===== src/rtl/buffet_stencil_read_agen_pkg.sv =====
// Shared state encoding and counter-width helpers for the buffet stencil read
// address generator.
package buffet_agen_pkg;

  typedef logic [2:0] state_t;

  localparam state_t ST_IDLE   = 3'd0;
  localparam state_t ST_ISSUE  = 3'd1;
  localparam state_t ST_DRAIN  = 3'd2;
  localparam state_t ST_SHRINK = 3'd3;
  localparam state_t ST_DONE   = 3'd4;

  // A counter for n distinct values never collapses to zero bits.
  function automatic int cnt_w(input int n);
    return (n <= 1) ? 1 : $clog2(n);
  endfunction

  localparam int DEF_IMG_W   = 64;
  localparam int DEF_IMG_H   = 64;
  localparam int DEF_TAPS    = 3;
  localparam int DEF_MAX_OUT = 2;

  localparam int DEF_X_W   = cnt_w(DEF_IMG_W);
  localparam int DEF_TAP_W = cnt_w(DEF_TAPS);
  localparam int DEF_ROW_W = cnt_w(DEF_IMG_H);
  localparam int DEF_OUT_W = cnt_w(DEF_MAX_OUT + 1);

endpackage


===== src/rtl/buffet_stencil_read_agen_if.sv =====
// Buffet read/shrink ports plus the downstream SIPO stream, seen from the
// address generator (master) or from the buffet/SIPO side (slave).
interface buffet_stencil_read_agen_if #(
  parameter int DATA_WIDTH = 16,
  parameter int IDX_WIDTH  = 16
);

  logic [IDX_WIDTH-1:0]  read_idx;
  logic                  read_idx_valid;
  logic                  read_idx_ready;
  logic                  read_will_update;
  logic [DATA_WIDTH-1:0] read_data;
  logic                  read_data_valid;
  logic                  read_data_ready;
  logic                  shrink_valid;
  logic [IDX_WIDTH-1:0]  shrink_size;
  logic                  shrink_ready;
  logic [DATA_WIDTH-1:0] out_data;
  logic                  out_valid;
  logic                  out_ready;

  modport master (
    output read_idx, read_idx_valid, read_will_update,
    input  read_idx_ready,
    input  read_data, read_data_valid,
    output read_data_ready,
    output shrink_valid, shrink_size,
    input  shrink_ready,
    output out_data, out_valid,
    input  out_ready
  );

  modport slave (
    input  read_idx, read_idx_valid, read_will_update,
    output read_idx_ready,
    output read_data, read_data_valid,
    input  read_data_ready,
    input  shrink_valid, shrink_size,
    output shrink_ready,
    input  out_data, out_valid,
    output out_ready
  );

endinterface


===== src/rtl/buffet_rd_skid_fifo.sv =====
// Small skid FIFO between buffet return data and the SIPO stream; no
// same-cycle bypass, so a push into an empty FIFO shows up one cycle later.
module buffet_rd_skid_fifo
  import buffet_agen_pkg::*;
#(
  parameter int DATA_WIDTH = 16,
  parameter int DEPTH      = 2
) (
  input  logic                          clk,
  input  logic                          reset,
  input  logic                          push,
  input  logic [DATA_WIDTH-1:0]         push_data,
  input  logic                          pop,
  output logic [DATA_WIDTH-1:0]         pop_data,
  output logic                          full,
  output logic                          empty,
  output logic [cnt_w(DEPTH + 1)-1:0]   count
);

  localparam int PW = cnt_w(DEPTH);
  localparam int CW = cnt_w(DEPTH + 1);

  logic [DATA_WIDTH-1:0] mem [DEPTH];
  logic [PW-1:0]         wr_ptr;
  logic [PW-1:0]         rd_ptr;
  logic                  do_push;
  logic                  do_pop;

  // A push into a full FIFO is fine as long as a pop frees a slot that cycle.
  assign do_pop   = pop && !empty;
  assign do_push  = push && (!full || do_pop);
  assign full     = (count == CW'(DEPTH));
  assign empty    = (count == '0);
  assign pop_data = mem[rd_ptr];

  always_ff @(posedge clk) begin
    if (reset) begin
      wr_ptr <= '0;
      rd_ptr <= '0;
      count  <= '0;
    end else begin
      if (do_push) wr_ptr <= (wr_ptr == PW'(DEPTH - 1)) ? '0 : wr_ptr + 1'b1;
      if (do_pop)  rd_ptr <= (rd_ptr == PW'(DEPTH - 1)) ? '0 : rd_ptr + 1'b1;
      if (do_push && !do_pop)      count <= count + 1'b1;
      else if (!do_push && do_pop) count <= count - 1'b1;
    end
  end

  always_ff @(posedge clk) begin
    if (do_push) mem[wr_ptr] <= push_data;
  end

endmodule


===== src/rtl/buffet_stencil_read_agen.sv =====
// Read-side controller for a line-buffer buffet feeding a TAPS-row stencil:
// issues column-major reads per output row, streams returns, shrinks per row.
module buffet_stencil_read_agen
  import buffet_agen_pkg::*;
#(
  parameter int DATA_WIDTH = 16,
  parameter int IDX_WIDTH  = 16,
  parameter int IMG_W      = 64,
  parameter int IMG_H      = 64,
  parameter int TAPS       = 3,
  parameter int MAX_OUT    = 2
) (
  input  logic clk,
  input  logic reset,
  input  logic start,
  output logic busy,
  output logic done,
  buffet_stencil_read_agen_if.master bus
);

  localparam int XW = cnt_w(IMG_W);
  localparam int TW = cnt_w(TAPS);
  localparam int RW = cnt_w(IMG_H);
  localparam int OW = cnt_w(MAX_OUT + 1);

  if (longint'(TAPS) * longint'(IMG_W) > (64'd1 << IDX_WIDTH)) begin : g_idx_range
    $error("TAPS*IMG_W does not fit in IDX_WIDTH bits");
  end

  state_t                state;
  logic [XW-1:0]         x;
  logic [TW-1:0]         r;
  logic [RW-1:0]         row;
  logic [OW-1:0]         inflight;
  logic [OW-1:0]         fifo_count;
  logic [OW:0]           occupancy;
  logic                  fifo_full;
  logic                  fifo_empty;
  logic                  idx_hs;
  logic                  out_hs;
  logic                  last_tap;
  logic                  last_col;

  // Credit: reads in flight plus words parked in the FIFO never exceed MAX_OUT,
  // so every return has a guaranteed slot.
  assign occupancy = {1'b0, inflight} + {1'b0, fifo_count};
  assign idx_hs    = bus.read_idx_valid && bus.read_idx_ready;
  assign out_hs    = bus.out_valid && bus.out_ready;
  assign last_tap  = (r == TW'(TAPS - 1));
  assign last_col  = (x == XW'(IMG_W - 1));

  assign bus.read_idx_valid   = (state == ST_ISSUE) && (occupancy < (OW + 1)'(MAX_OUT));
  assign bus.read_idx         = (state == ST_ISSUE) ?
                                IDX_WIDTH'(r) * IDX_WIDTH'(IMG_W) + IDX_WIDTH'(x) : '0;
  assign bus.read_will_update = 1'b0;
  assign bus.read_data_ready  = !fifo_full;
  assign bus.shrink_valid     = (state == ST_SHRINK);
  assign bus.shrink_size      = IDX_WIDTH'(IMG_W);
  assign bus.out_valid        = !fifo_empty;

  assign busy = (state != ST_IDLE);
  assign done = (state == ST_DONE) && fifo_empty;

  always_ff @(posedge clk) begin
    if (reset) begin
      state <= ST_IDLE;
      x     <= '0;
      r     <= '0;
      row   <= '0;
    end else begin
      case (state)
        ST_IDLE: begin
          if (start) begin
            state <= ST_ISSUE;
            x     <= '0;
            r     <= '0;
            row   <= '0;
          end
        end
        ST_ISSUE: begin
          if (idx_hs) begin
            if (last_tap) begin
              r <= '0;
              if (last_col) begin
                x     <= '0;
                state <= ST_DRAIN;
              end else begin
                x <= x + 1'b1;
              end
            end else begin
              r <= r + 1'b1;
            end
          end
        end
        ST_DRAIN: begin
          if (inflight == '0)
            state <= (row < RW'(IMG_H - TAPS)) ? ST_SHRINK : ST_DONE;
        end
        ST_SHRINK: begin
          if (bus.shrink_ready) begin
            row   <= row + 1'b1;
            state <= ST_ISSUE;
          end
        end
        ST_DONE: begin
          if (fifo_empty) state <= ST_IDLE;
        end
        default: state <= ST_IDLE;
      endcase
    end
  end

  always_ff @(posedge clk) begin
    if (reset) begin
      inflight <= '0;
    end else begin
      case ({idx_hs, bus.read_data_valid})
        2'b10:   inflight <= inflight + 1'b1;
        2'b01:   inflight <= inflight - 1'b1;
        default: inflight <= inflight;
      endcase
    end
  end

  inflight_bound: assert property (@(posedge clk) disable iff (reset)
    inflight <= OW'(MAX_OUT));

  buffet_rd_skid_fifo #(
    .DATA_WIDTH (DATA_WIDTH),
    .DEPTH      (MAX_OUT)
  ) u_skid (
    .clk       (clk),
    .reset     (reset),
    .push      (bus.read_data_valid),
    .push_data (bus.read_data),
    .pop       (out_hs),
    .pop_data  (bus.out_data),
    .full      (fifo_full),
    .empty     (fifo_empty),
    .count     (fifo_count)
  );

endmodule


===== src/flat_wrapper.sv =====
// flat-port wrapper written by rule: the top's interface ports become plain ports
module buffet_stencil_read_agen_flat import buffet_agen_pkg::*;
#(
  parameter int DATA_WIDTH = 16,
  parameter int IDX_WIDTH  = 16,
  parameter int IMG_W      = 64,
  parameter int IMG_H      = 64,
  parameter int TAPS       = 3,
  parameter int MAX_OUT    = 2
)
  (clk, reset, start, busy, done, bus_read_idx, bus_read_idx_valid, bus_read_will_update, bus_read_idx_ready, bus_read_data, bus_read_data_valid, bus_read_data_ready, bus_shrink_valid, bus_shrink_size, bus_shrink_ready, bus_out_data, bus_out_valid, bus_out_ready);
  buffet_stencil_read_agen_if #(.DATA_WIDTH(DATA_WIDTH), .IDX_WIDTH(IDX_WIDTH)) bus_i ();
  input  logic clk;
  input  logic reset;
  input  logic start;
  output logic busy;
  output logic done;
  output wire logic [$bits(bus_i.read_idx)-1:0] bus_read_idx;
  output wire logic [$bits(bus_i.read_idx_valid)-1:0] bus_read_idx_valid;
  output wire logic [$bits(bus_i.read_will_update)-1:0] bus_read_will_update;
  input wire logic [$bits(bus_i.read_idx_ready)-1:0] bus_read_idx_ready;
  input wire logic [$bits(bus_i.read_data)-1:0] bus_read_data;
  input wire logic [$bits(bus_i.read_data_valid)-1:0] bus_read_data_valid;
  output wire logic [$bits(bus_i.read_data_ready)-1:0] bus_read_data_ready;
  output wire logic [$bits(bus_i.shrink_valid)-1:0] bus_shrink_valid;
  output wire logic [$bits(bus_i.shrink_size)-1:0] bus_shrink_size;
  input wire logic [$bits(bus_i.shrink_ready)-1:0] bus_shrink_ready;
  output wire logic [$bits(bus_i.out_data)-1:0] bus_out_data;
  output wire logic [$bits(bus_i.out_valid)-1:0] bus_out_valid;
  input wire logic [$bits(bus_i.out_ready)-1:0] bus_out_ready;
  assign bus_read_idx = bus_i.read_idx;
  assign bus_read_idx_valid = bus_i.read_idx_valid;
  assign bus_read_will_update = bus_i.read_will_update;
  assign bus_i.read_idx_ready = bus_read_idx_ready;
  assign bus_i.read_data = bus_read_data;
  assign bus_i.read_data_valid = bus_read_data_valid;
  assign bus_read_data_ready = bus_i.read_data_ready;
  assign bus_shrink_valid = bus_i.shrink_valid;
  assign bus_shrink_size = bus_i.shrink_size;
  assign bus_i.shrink_ready = bus_shrink_ready;
  assign bus_out_data = bus_i.out_data;
  assign bus_out_valid = bus_i.out_valid;
  assign bus_i.out_ready = bus_out_ready;
  buffet_stencil_read_agen #(.DATA_WIDTH(DATA_WIDTH), .IDX_WIDTH(IDX_WIDTH), .IMG_W(IMG_W), .IMG_H(IMG_H), .TAPS(TAPS), .MAX_OUT(MAX_OUT)) u_core (.clk(clk), .reset(reset), .start(start), .busy(busy), .done(done), .bus(bus_i));
endmodule

===== config.mk =====
export PLATFORM = sky130hd
export DESIGN_NAME = buffet_stencil_read_agen_flat
export DESIGN_NICKNAME = d
export VERILOG_FILES = /design/src/rtl/buffet_stencil_read_agen_pkg.sv /design/src/rtl/buffet_stencil_read_agen_if.sv /design/src/rtl/buffet_rd_skid_fifo.sv /design/src/rtl/buffet_stencil_read_agen.sv /design/src/flat_wrapper.sv
export SDC_FILE = /design/constraint.sdc
export NUM_CORES = 1
export LEC_CHECK = 0
export BUFFER_PORTS_ARGS = -buffer_cell sky130_fd_sc_hd__buf_2
export CAP_MARGIN = 20
export CORE_ASPECT_RATIO = 2
export CORE_MARGIN = 2
export CORE_UTILIZATION = 25
export CTS_BUF_LIST = sky130_fd_sc_hd__clkbuf_2 sky130_fd_sc_hd__clkbuf_4 sky130_fd_sc_hd__clkbuf_8
export DETAILED_ROUTE_END_ITERATION = 12
export PLACE_DENSITY = 0.53
export SLEW_MARGIN = 20
export SYNTH_ARGS = -nofsm -noshare
export SYNTH_HDL_FRONTEND = slang
export SYNTH_SLANG_ARGS = --single-unit

===== constraint.sdc =====
create_clock -name clk -period 2.1 [get_ports clk]
set_input_delay 0.42 -clock clk [delete_from_list [all_inputs] [get_ports clk]]
set_output_delay 0.42 -clock clk [all_outputs]
set_load 0.1 [all_outputs]

==> impl_summary.log, run 1 <==
INFO  metric post_route_cells_drive_above_1_share = 0.464
INFO  metric grt.overflow.total = 0
INFO  metric setup.worst_path.class = reg -> out
INFO  metric worstMarginPinSlew = about 0.86 ns
INFO  metric filler_cell_count = 1083
INFO  metric worstSetupEndpoint = bus_read_idx_valid
INFO  metric final-max-slew-violation-count = 0
INFO  metric wire_per_inst = roughly 13 µm
INFO  metric gpl.final_weighted_congestion = roughly 0.76
INFO  metric core_region_area = roughly 11000 µm²
INFO  metric cp-end-kind = output port
INFO  metric cts-htree-levels = 2
INFO  metric r2r.worst_path.cells = 9
INFO  metric avgSynthCellArea = roughly 11 µm²
INFO  metric final_cells = 470
INFO  metric synth.largest_area_cell = sky130_fd_sc_hd__edfxtp_1
INFO  metric cp_data_arrival_time = around 1.9 ns
INFO  metric io_port_bufs = 52
INFO  metric fin_crit_sh = 1.09
INFO  metric design.die.area = 12000 µm²
INFO  metric clock_sink_total = between 50 and 60
INFO  metric min_path_type = in -> reg
INFO  metric failed_checks = negative setup slack
INFO  metric worst_vdd_ir = 0.959 mV
INFO  metric power.static_leakage = ~1.5 nW
INFO  metric outcome = complete, but fails checks
INFO  metric hold_viol = 0
INFO  metric synth_cells = approximately 250
INFO  metric dieWidth = ~79 µm
INFO  metric cts_inserted_buffers = 5
INFO  metric fin_worst_skew = approximately 0.013 ns
INFO  metric synth_enable_flop_cells = 32
INFO  metric max_freq = about 440 MHz
INFO  metric final_antenna_net_count = 0
INFO  metric whs = 0.300 ns
INFO  metric cts_max_path_buffers = 2
INFO  metric crit_required = approximately 1.7 ns
INFO  metric max-slew-margin-rel = 0.427
INFO  metric max-cap-violations = 0
INFO  metric grt_antenna_before_repair = 0
INFO  metric synth_async_sr_flop_share = 0
INFO  metric drt-initial-drc-count = 35
INFO  metric grt_pass1_wl = 9780 µm
INFO  metric synth_warnings = 0
INFO  metric antenna_cells = 0
INFO  metric worstSetupStartpointType = flop
INFO  metric grt_max_degree = 20
INFO  metric drt_wl_total = 6290 µm
INFO  metric cts_root_buffer = sky130_fd_sc_hd__clkbuf_8
INFO  metric area.growth.synth_to_final = 44.2%
INFO  metric power_density = between 1000 and 1500 nW/µm²
INFO  metric clock_insertion_delay_worst_skew = a little over 0.3 ns
INFO  metric synth.cell_area = ~2800 µm²
INFO  metric top_level_ports = between 70 and 80
INFO  metric timing.final.crit_period = ~2.3 ns
INFO  metric synth.top_cell.area_share = 0.346
INFO  metric first_global_vias = 2030
INFO  metric yosys.cell_count.top_type = sky130_fd_sc_hd__edfxtp_1
INFO  metric synth_cell_types = 52
INFO  metric post-route-worst-setup-slack = -0.187 ns
INFO  metric ys_seq_elements = 56
INFO  metric post_detail_place_hpwl = approximately 4700 µm
INFO  metric first_pass_iters = 4
INFO  metric finalSetupViolations = 10
INFO  metric timing.rr.end = u_core.inflight[1]$_SDFFE_PP0P_
INFO  metric synth_ff_type = sky130_fd_sc_hd__edfxtp_1
INFO  metric share_of_the_yosys_chip_area_belonging_to_registers = 0.519
INFO  metric cts.clk_slew.worst_paths = 0.10 ns
INFO  metric std_cell_rows = 54
INFO  metric regToRegSetupSlack = -0.16 ns
INFO  metric starting_density_of_the_core = 0.255
INFO  metric critical_path.reg2reg.startpoint = u_core.inflight[0]$_SDFFE_PP0P_
INFO  metric dieHeight = between 150 and 200 µm
INFO  metric critPathMaxFanout = 3
INFO  metric grt_util_all_layers = 0.102
INFO  metric route.vias.total = between 2000 and 2500
INFO  metric remaining_drc_errors = 0
INFO  metric p_total = roughly 0.0054 W
INFO  metric num-nets-final = 358
INFO  metric critPathLaunch = u_core.inflight[0]$_SDFFE_PP0P_
INFO  metric totalNegativeSetupSlack = -1.03 ns
INFO  metric grt_setup_unrepaired = yes
INFO  metric synth.top_cells.by_area = sky130_fd_sc_hd__edfxtp_1, sky130_fd_sc_hd__dfxtp_1, sky130_fd_sc_hd__buf_4
INFO  metric cts_tree = built
INFO  metric route.detailed.vias_per_inst = 4.38
INFO  metric post_synth_most_frequent_cells = sky130_fd_sc_hd__edfxtp_1, sky130_fd_sc_hd__buf_4, sky130_fd_sc_hd__dfxtp_1
INFO  metric dp.cells = 452
cells in the final DEF (no fill, tap or decap), types with 3 or more instances in the layout:
cell type,synthesis,layout
sky130_fd_sc_hd__and2_2,0,3
sky130_fd_sc_hd__a211oi_2,0,3
sky130_fd_sc_hd__nand3_1,4,4
sky130_fd_sc_hd__o21ai_0,7,4
sky130_fd_sc_hd__xnor2_1,3,3
sky130_fd_sc_hd__or3_1,4,4
sky130_fd_sc_hd__edfxtp_1,32,32
sky130_fd_sc_hd__dfxtp_2,0,3
sky130_fd_sc_hd__mux2_2,17,16
sky130_fd_sc_hd__inv_1,7,6
sky130_fd_sc_hd__clkbuf_8,0,5
sky130_fd_sc_hd__buf_2,0,26
sky130_fd_sc_hd__dfxtp_1,24,19
sky130_fd_sc_hd__o21ai_1,0,3
sky130_fd_sc_hd__xor2_1,4,4
sky130_fd_sc_hd__and2_4,0,6
sky130_fd_sc_hd__buf_6,1,4
sky130_fd_sc_hd__a21oi_1,13,10
sky130_fd_sc_hd__buf_12,0,27
sky130_fd_sc_hd__conb_1,2,25
sky130_fd_sc_hd__nor2b_1,4,4
sky130_fd_sc_hd__nand2_1,9,7
sky130_fd_sc_hd__ha_1,5,4
sky130_fd_sc_hd__nor2_2,0,3
sky130_fd_sc_hd__buf_4,26,27
sky130_fd_sc_hd__or3b_4,1,3
sky130_fd_sc_hd__nor2_1,19,15
through the flow:
| step | util | area, µm² | setup WS (ns) |
|---|---|---|---|
| after floorplan | - | 2950 | -0.130 |
| after global placement | 0.342 | 3710 | -0.0761 |
| after detailed placement | 0.342 | 3710 | -0.0873 |
| after CTS | 0.354 | 3850 | -0.173 |
| after global routing | 0.368 | 4000 | -0.256 |
| final | 0.368 | 4000 | -0.187 |
worst min-delay path by stage:
stage,startpoint,to,cells after the start
6_report,bus_read_data[9],u_core.u_skid.mem[0][9]$_DFFE_PP_,1
5_1_grt,bus_read_data[9],u_core.u_skid.mem[0][9]$_DFFE_PP_,1
4_1_cts,bus_read_data[9],u_core.u_skid.mem[0][9]$_DFFE_PP_,1
3_5_place_dp,u_core.row[5]$_SDFFE_PP0P_,u_core.row[5]$_SDFFE_PP0P_,2
3_3_place_gp,u_core.row[5]$_SDFFE_PP0P_,u_core.row[5]$_SDFFE_PP0P_,2
2_1_floorplan,u_core.row[5]$_SDFFE_PP0P_,u_core.row[5]$_SDFFE_PP0P_,2
power by group:
part / leakage (nW) / total (W) / internal (W) / switching (W)
clock network: 0.0423 / 0.000591 / 0.000245 / 0.000345
registers: 0.497 / 0.00140 / 0.00131 / 0.0000886
logic: 0.996 / 0.00337 / 0.00128 / 0.00209
total: 1.54 / 0.00536 / 0.00283 / 0.00253
routing by layer:
metal	global-route usage	routed length, µm	up-vias
met3	0.0171	243	14
li1	-	-	1001
met5	0	0	-
met2	0.204	3620	68
met4	0.0434	221	0
met1	0.0976	2200	976
layout make-up:
class / count / area, µm² / share of cell area
sequential: 56 / 1450 / 0.363
multi-input combinational: 175 / 1340 / 0.334
timing repair buffer: 84 / 918 / 0.229
tap: 140 / 175 / 0.0438
clock buffer: 6 / 76.3 / 0.0191
inverter: 7 / 30.0 / 0.00750
clock inverter: 2 / 11.3 / 0.00281
state kept, by name (all words and copies together) (netlist names), named ones only:
name	cells
u_core.u_skid.count	2
u_core.state	3
u_core.inflight	2
u_core.row	6
u_core.u_skid.wr_ptr	1
u_core.u_skid.rd_ptr	1
u_core.r	2
u_core.x	6
u_core.u_skid.mem	32
cell families (layout without fill, tap and decap cells):
logic type      count (synthesis)  count (layout)  synth area share
fa+ha+maj                       6               6            0.0297
xor+xnor                        7               7            0.0221
flops                          56              56             0.519
buf+inv                        41              99            0.0946
simple gates                   80              80             0.170
compound gates                 39              39            0.0892
mux                            18              18            0.0726
other cells                     2              25           0.00270
critical path, cell delays in order (launching register included):
cell	delay (ns)
sky130_fd_sc_hd__dfxtp_2	0.33
sky130_fd_sc_hd__and2_4	0.15
sky130_fd_sc_hd__fa_2	0.51
sky130_fd_sc_hd__buf_6	0.14
sky130_fd_sc_hd__nor3_4	0.21
sky130_fd_sc_hd__buf_12	0.21
timing repair:
| item | CTS | global route |
|---|---|---|
| cloned | 0 | 1 |
| endpoints found under the hold margin | 0 | 0 |
| pin swaps | 7 | 11 |
| endpoints found under the setup margin | 18 | 21 |
| resized for setup | 5 | 30 |
| setup buffers | 3 | 6 |
| hold buffers | 0 | 0 |
(Power assumes the default switching activity.)
==> run 2, diff against run 1 <==
- SETUP_SLACK_MARGIN: not set -> 0.05
==> run 2 against run 1 <==
Compared with the run above: the run still ends with negative setup slack left; sequential power barely moved; cell count fell by 2.6%; routed wire length fell by 0.27%; critical path type unchanged; critical endpoint unchanged; largest power group unchanged.
==> impl_summary.log, run 2 (synthesis gave the netlist of run 1 again) <==
INFO  metric outcome = complete, but fails checks
INFO  metric failed_checks = negative setup slack
INFO  metric route.detailed.vias_per_inst = 4.41 (+0.63%)
INFO  metric std_cell_rows = 54 (unchanged)
INFO  metric grt_setup_unrepaired = yes
INFO  metric min_path_type = in -> reg
INFO  metric grt_max_degree = 20 (unchanged)
INFO  metric worst_vdd_ir = 1.18 mV (+23%)
INFO  metric fin_worst_skew = 0.00362 ns (-0.00902 ns)
INFO  metric grt_util_met3 = 0.0171 (unchanged)
INFO  metric cp-end-kind = output port
INFO  metric starting_density_of_the_core = 0.255 (unchanged)
INFO  metric io_port_bufs = 52 (unchanged)
INFO  metric max_freq = 448 MHz (+2.5%)
INFO  metric drt_wl_total = 6270 µm (-0.27%)
INFO  metric largest_reg_flops = 32 (unchanged)
INFO  metric post_detail_place_hpwl = 4950 µm (+5.9%)
INFO  metric largest_register = u_core.u_skid.mem
INFO  metric setup.worst_path.class = reg -> out
INFO  metric timing.rr.end = u_core.x[5]$_SDFFE_PP0P_
INFO  metric final_core_utilization = 0.353 (-0.0147)
INFO  metric wire_per_inst = 13.7 µm (+2.3%)
INFO  metric clock_sink_total = 56 (unchanged)
INFO  metric cts_tree = built
INFO  metric area.growth.synth_to_final = 38.4%
INFO  metric final-max-slew-violation-count = 0 (unchanged)
INFO  metric holdPathStages = 1 (unchanged)
INFO  metric critical_path.reg2reg.startpoint = u_core.inflight[0]$_SDFFE_PP0P_
INFO  metric finalSetupViolations = 8 (-2)
INFO  metric route.vias.total = 2019 (-1.9%)
INFO  metric num-nets-final = 346 (-3.4%)
INFO  metric grt_pass1_wl = 9940 µm (+1.6%)
INFO  metric grt.overflow.total = 0 (unchanged)
INFO  metric clock_insertion_delay_worst_skew = 0.31 ns (about the same)
INFO  metric grtUsageMet2 = 0.220 (+0.0155)
INFO  metric max-slew-margin-rel = 0.415 (-0.0123)
INFO  metric busiest_layer = met2
INFO  metric power.static_leakage = 1.47 nW (-4.6%)
INFO  metric first_global_vias = 2020 (-0.49%)
INFO  metric core_region_area = 10900 µm² (unchanged)
INFO  metric top_level_ports = 78 (unchanged)
INFO  metric r2r.worst_path.cells = 8 (-1)
INFO  metric dieHeight = 153 µm (unchanged)
INFO  metric worstMarginPinSlew = 0.877 ns (+0.0185 ns)
INFO  metric regToRegSetupSlack = -0.10 ns (+0.06 ns)
INFO  metric hold_viol = 0 (unchanged)
INFO  metric grt_util_all_layers = 0.106 (+0.00372)
INFO  metric cp_data_arrival_time = 1.81 ns (-0.06 ns)
INFO  metric design.die.area = 12000 µm² (unchanged)
INFO  metric layout.cells.most_common = sky130_fd_sc_hd__edfxtp_1
INFO  metric top_flop_regs = u_core.u_skid.mem x32, u_core.row x6, u_core.x x6
INFO  metric final_antenna_net_count = 0 (unchanged)
INFO  metric most-common-layout-cells = sky130_fd_sc_hd__edfxtp_1, sky130_fd_sc_hd__buf_12, sky130_fd_sc_hd__conb_1, sky130_fd_sc_hd__buf_2, sky130_fd_sc_hd__dfxtp_1
INFO  metric worstSetupStartpointType = flop
INFO  metric cts_inserted_buffers = 5 (unchanged)
INFO  metric placed_area = 3680 µm² (-0.98%)
INFO  metric dieWidth = 78.5 µm (unchanged)
INFO  metric min-delay-start = bus_read_data[6]
INFO  metric grt_util_met1 = 0.0975 (-0.000109)
INFO  metric first_pass_iters = 4 (unchanged)
INFO  metric drt-initial-drc-count = 69 (+97%)
INFO  metric remaining_drc_errors = 0 (unchanged)
INFO  metric filler_cell_count = 1086 (+0.28%)
INFO  metric layout.area.seq = 1450 µm² (-0.52%)
INFO  metric combined_area_of_the_multi_input_logic_cells = 1280 µm² (-4.0%)
INFO  metric grt_antenna_before_repair = 0 (unchanged)
INFO  metric max-cap-violations = 0 (unchanged)
INFO  metric power_density = 1330 nW/µm² (-0.80%)
INFO  metric timing.final.crit_period = 2.23 ns (-0.0547 ns)
INFO  metric cts.clk_slew.worst_paths = 0.10 ns (about the same)
INFO  metric gpl.final_weighted_congestion = 0.829 (+9.6%)
INFO  metric design_area = 3840 µm² (-4.0%)
INFO  metric post_route_cells_drive_above_1_share = 0.431 (-0.0328)
INFO  metric critPathMaxFanout = 4 (+1)
INFO  metric cts_root_buffer = sky130_fd_sc_hd__clkbuf_8
INFO  metric fin_crit_sh = 1.06 (-0.0261)
INFO  metric cts-htree-levels = 2 (unchanged)
INFO  metric hold_end = u_core.u_skid.mem[1][6]$_DFFE_PP_
INFO  metric crit_required = 1.68 ns (about the same)
INFO  metric antenna_cells = 0 (unchanged)
INFO  metric post-route-worst-setup-slack = -0.132 ns (+0.0547 ns)
INFO  metric cts_max_path_buffers = 2 (unchanged)
==> run 2: cell count changes in the layout (fill, tap and decap cells not counted), moves of 2 or more <==
cell / change
sky130_fd_sc_hd__buf_4: -9
sky130_fd_sc_hd__and2_2: +5
sky130_fd_sc_hd__and2_4: -5
sky130_fd_sc_hd__o21ai_1: -3
sky130_fd_sc_hd__dfxtp_1: +2
sky130_fd_sc_hd__dfxtp_4: -2
sky130_fd_sc_hd__nor3b_2: +2
sky130_fd_sc_hd__nor3b_4: -2
sky130_fd_sc_hd__o21ai_0: +2
sky130_fd_sc_hd__or3b_2: +2
sky130_fd_sc_hd__or3b_4: -2
==> run 2: how the worst max path moves through the flow <==
stage	start	end	slack (ns)
2_1_floorplan	u_core.inflight[0]$_SDFFE_PP0P_	u_core.inflight[1]$_SDFFE_PP0P_	-0.13
3_3_place_gp	u_core.inflight[0]$_SDFFE_PP0P_	u_core.inflight[1]$_SDFFE_PP0P_	-0.08
3_5_place_dp	u_core.inflight[0]$_SDFFE_PP0P_	u_core.inflight[1]$_SDFFE_PP0P_	-0.10
4_1_cts	u_core.inflight[0]$_SDFFE_PP0P_	bus_read_idx_valid	-0.14
5_1_grt	u_core.inflight[0]$_SDFFE_PP0P_	u_core.x[5]$_SDFFE_PP0P_	-0.20
6_report	u_core.inflight[0]$_SDFFE_PP0P_	bus_read_idx_valid	-0.13
==> run 2: what timing repair did <==
| item | in CTS | in global routing |
|---|---|---|
| setup endpoints to repair | 22 | 24 |
| buffers inserted | 2 | 0 |
| gates resized for setup | 6 | 8 |
| hold buffers | 0 | 0 |
| pin swaps | 6 | 3 |
==> run 2: where the power goes <==
part | internal, W | leakage [nW] | switching [W] | total, W
clock | 0.000251 | 0.0448 | 0.000345 | 0.000595
combinational | 0.00110 | 0.924 | 0.00201 | 0.00311
sequential | 0.00131 | 0.496 | 0.0000944 | 0.00140
==> run 2: critical path, stage by stage (launching register included) <==
cell and delay [ns]:
sky130_fd_sc_hd__dfxtp_2 0.33, sky130_fd_sc_hd__and2_4 0.15, sky130_fd_sc_hd__fa_2 0.48, sky130_fd_sc_hd__buf_6 0.15, sky130_fd_sc_hd__nor3_4 0.20, sky130_fd_sc_hd__buf_12 0.20
==> run 2: per-layer routing <==
layer,share of wire,routed length [µm]
met5,0,0
met4,0.022,138
met3,0.035,221
met2,0.60,3790
met1,0.34,2120
==> run 2: final cells by class <==
type / instances / share of cell area
clock inverters: 2 / 0.00423
flip-flops and latches: 56 / 0.376
inverters: 7 / 0.00782
repair buffers: 72 / 0.212
well taps: 140 / 0.0456
clock buffers: 6 / 0.0199
multi-input cells: 175 / 0.334
==> run 2: metrics by stage <==
step           setup TNS (ns)  std cells  setup slack (ns)  total power (W)  hold slack (ns)
2_1_floorplan          -0.397        272            -0.130          0.00353            0.452
3_3_place_gp           -0.132        448           -0.0786          0.00438            0.473
3_5_place_dp           -0.340        448            -0.105          0.00442            0.480
4_1_cts                -0.484        458            -0.135          0.00510            0.283
5_1_grt                 -1.43        458            -0.201          0.00534            0.281
6_report               -0.589        458            -0.132          0.00510            0.298
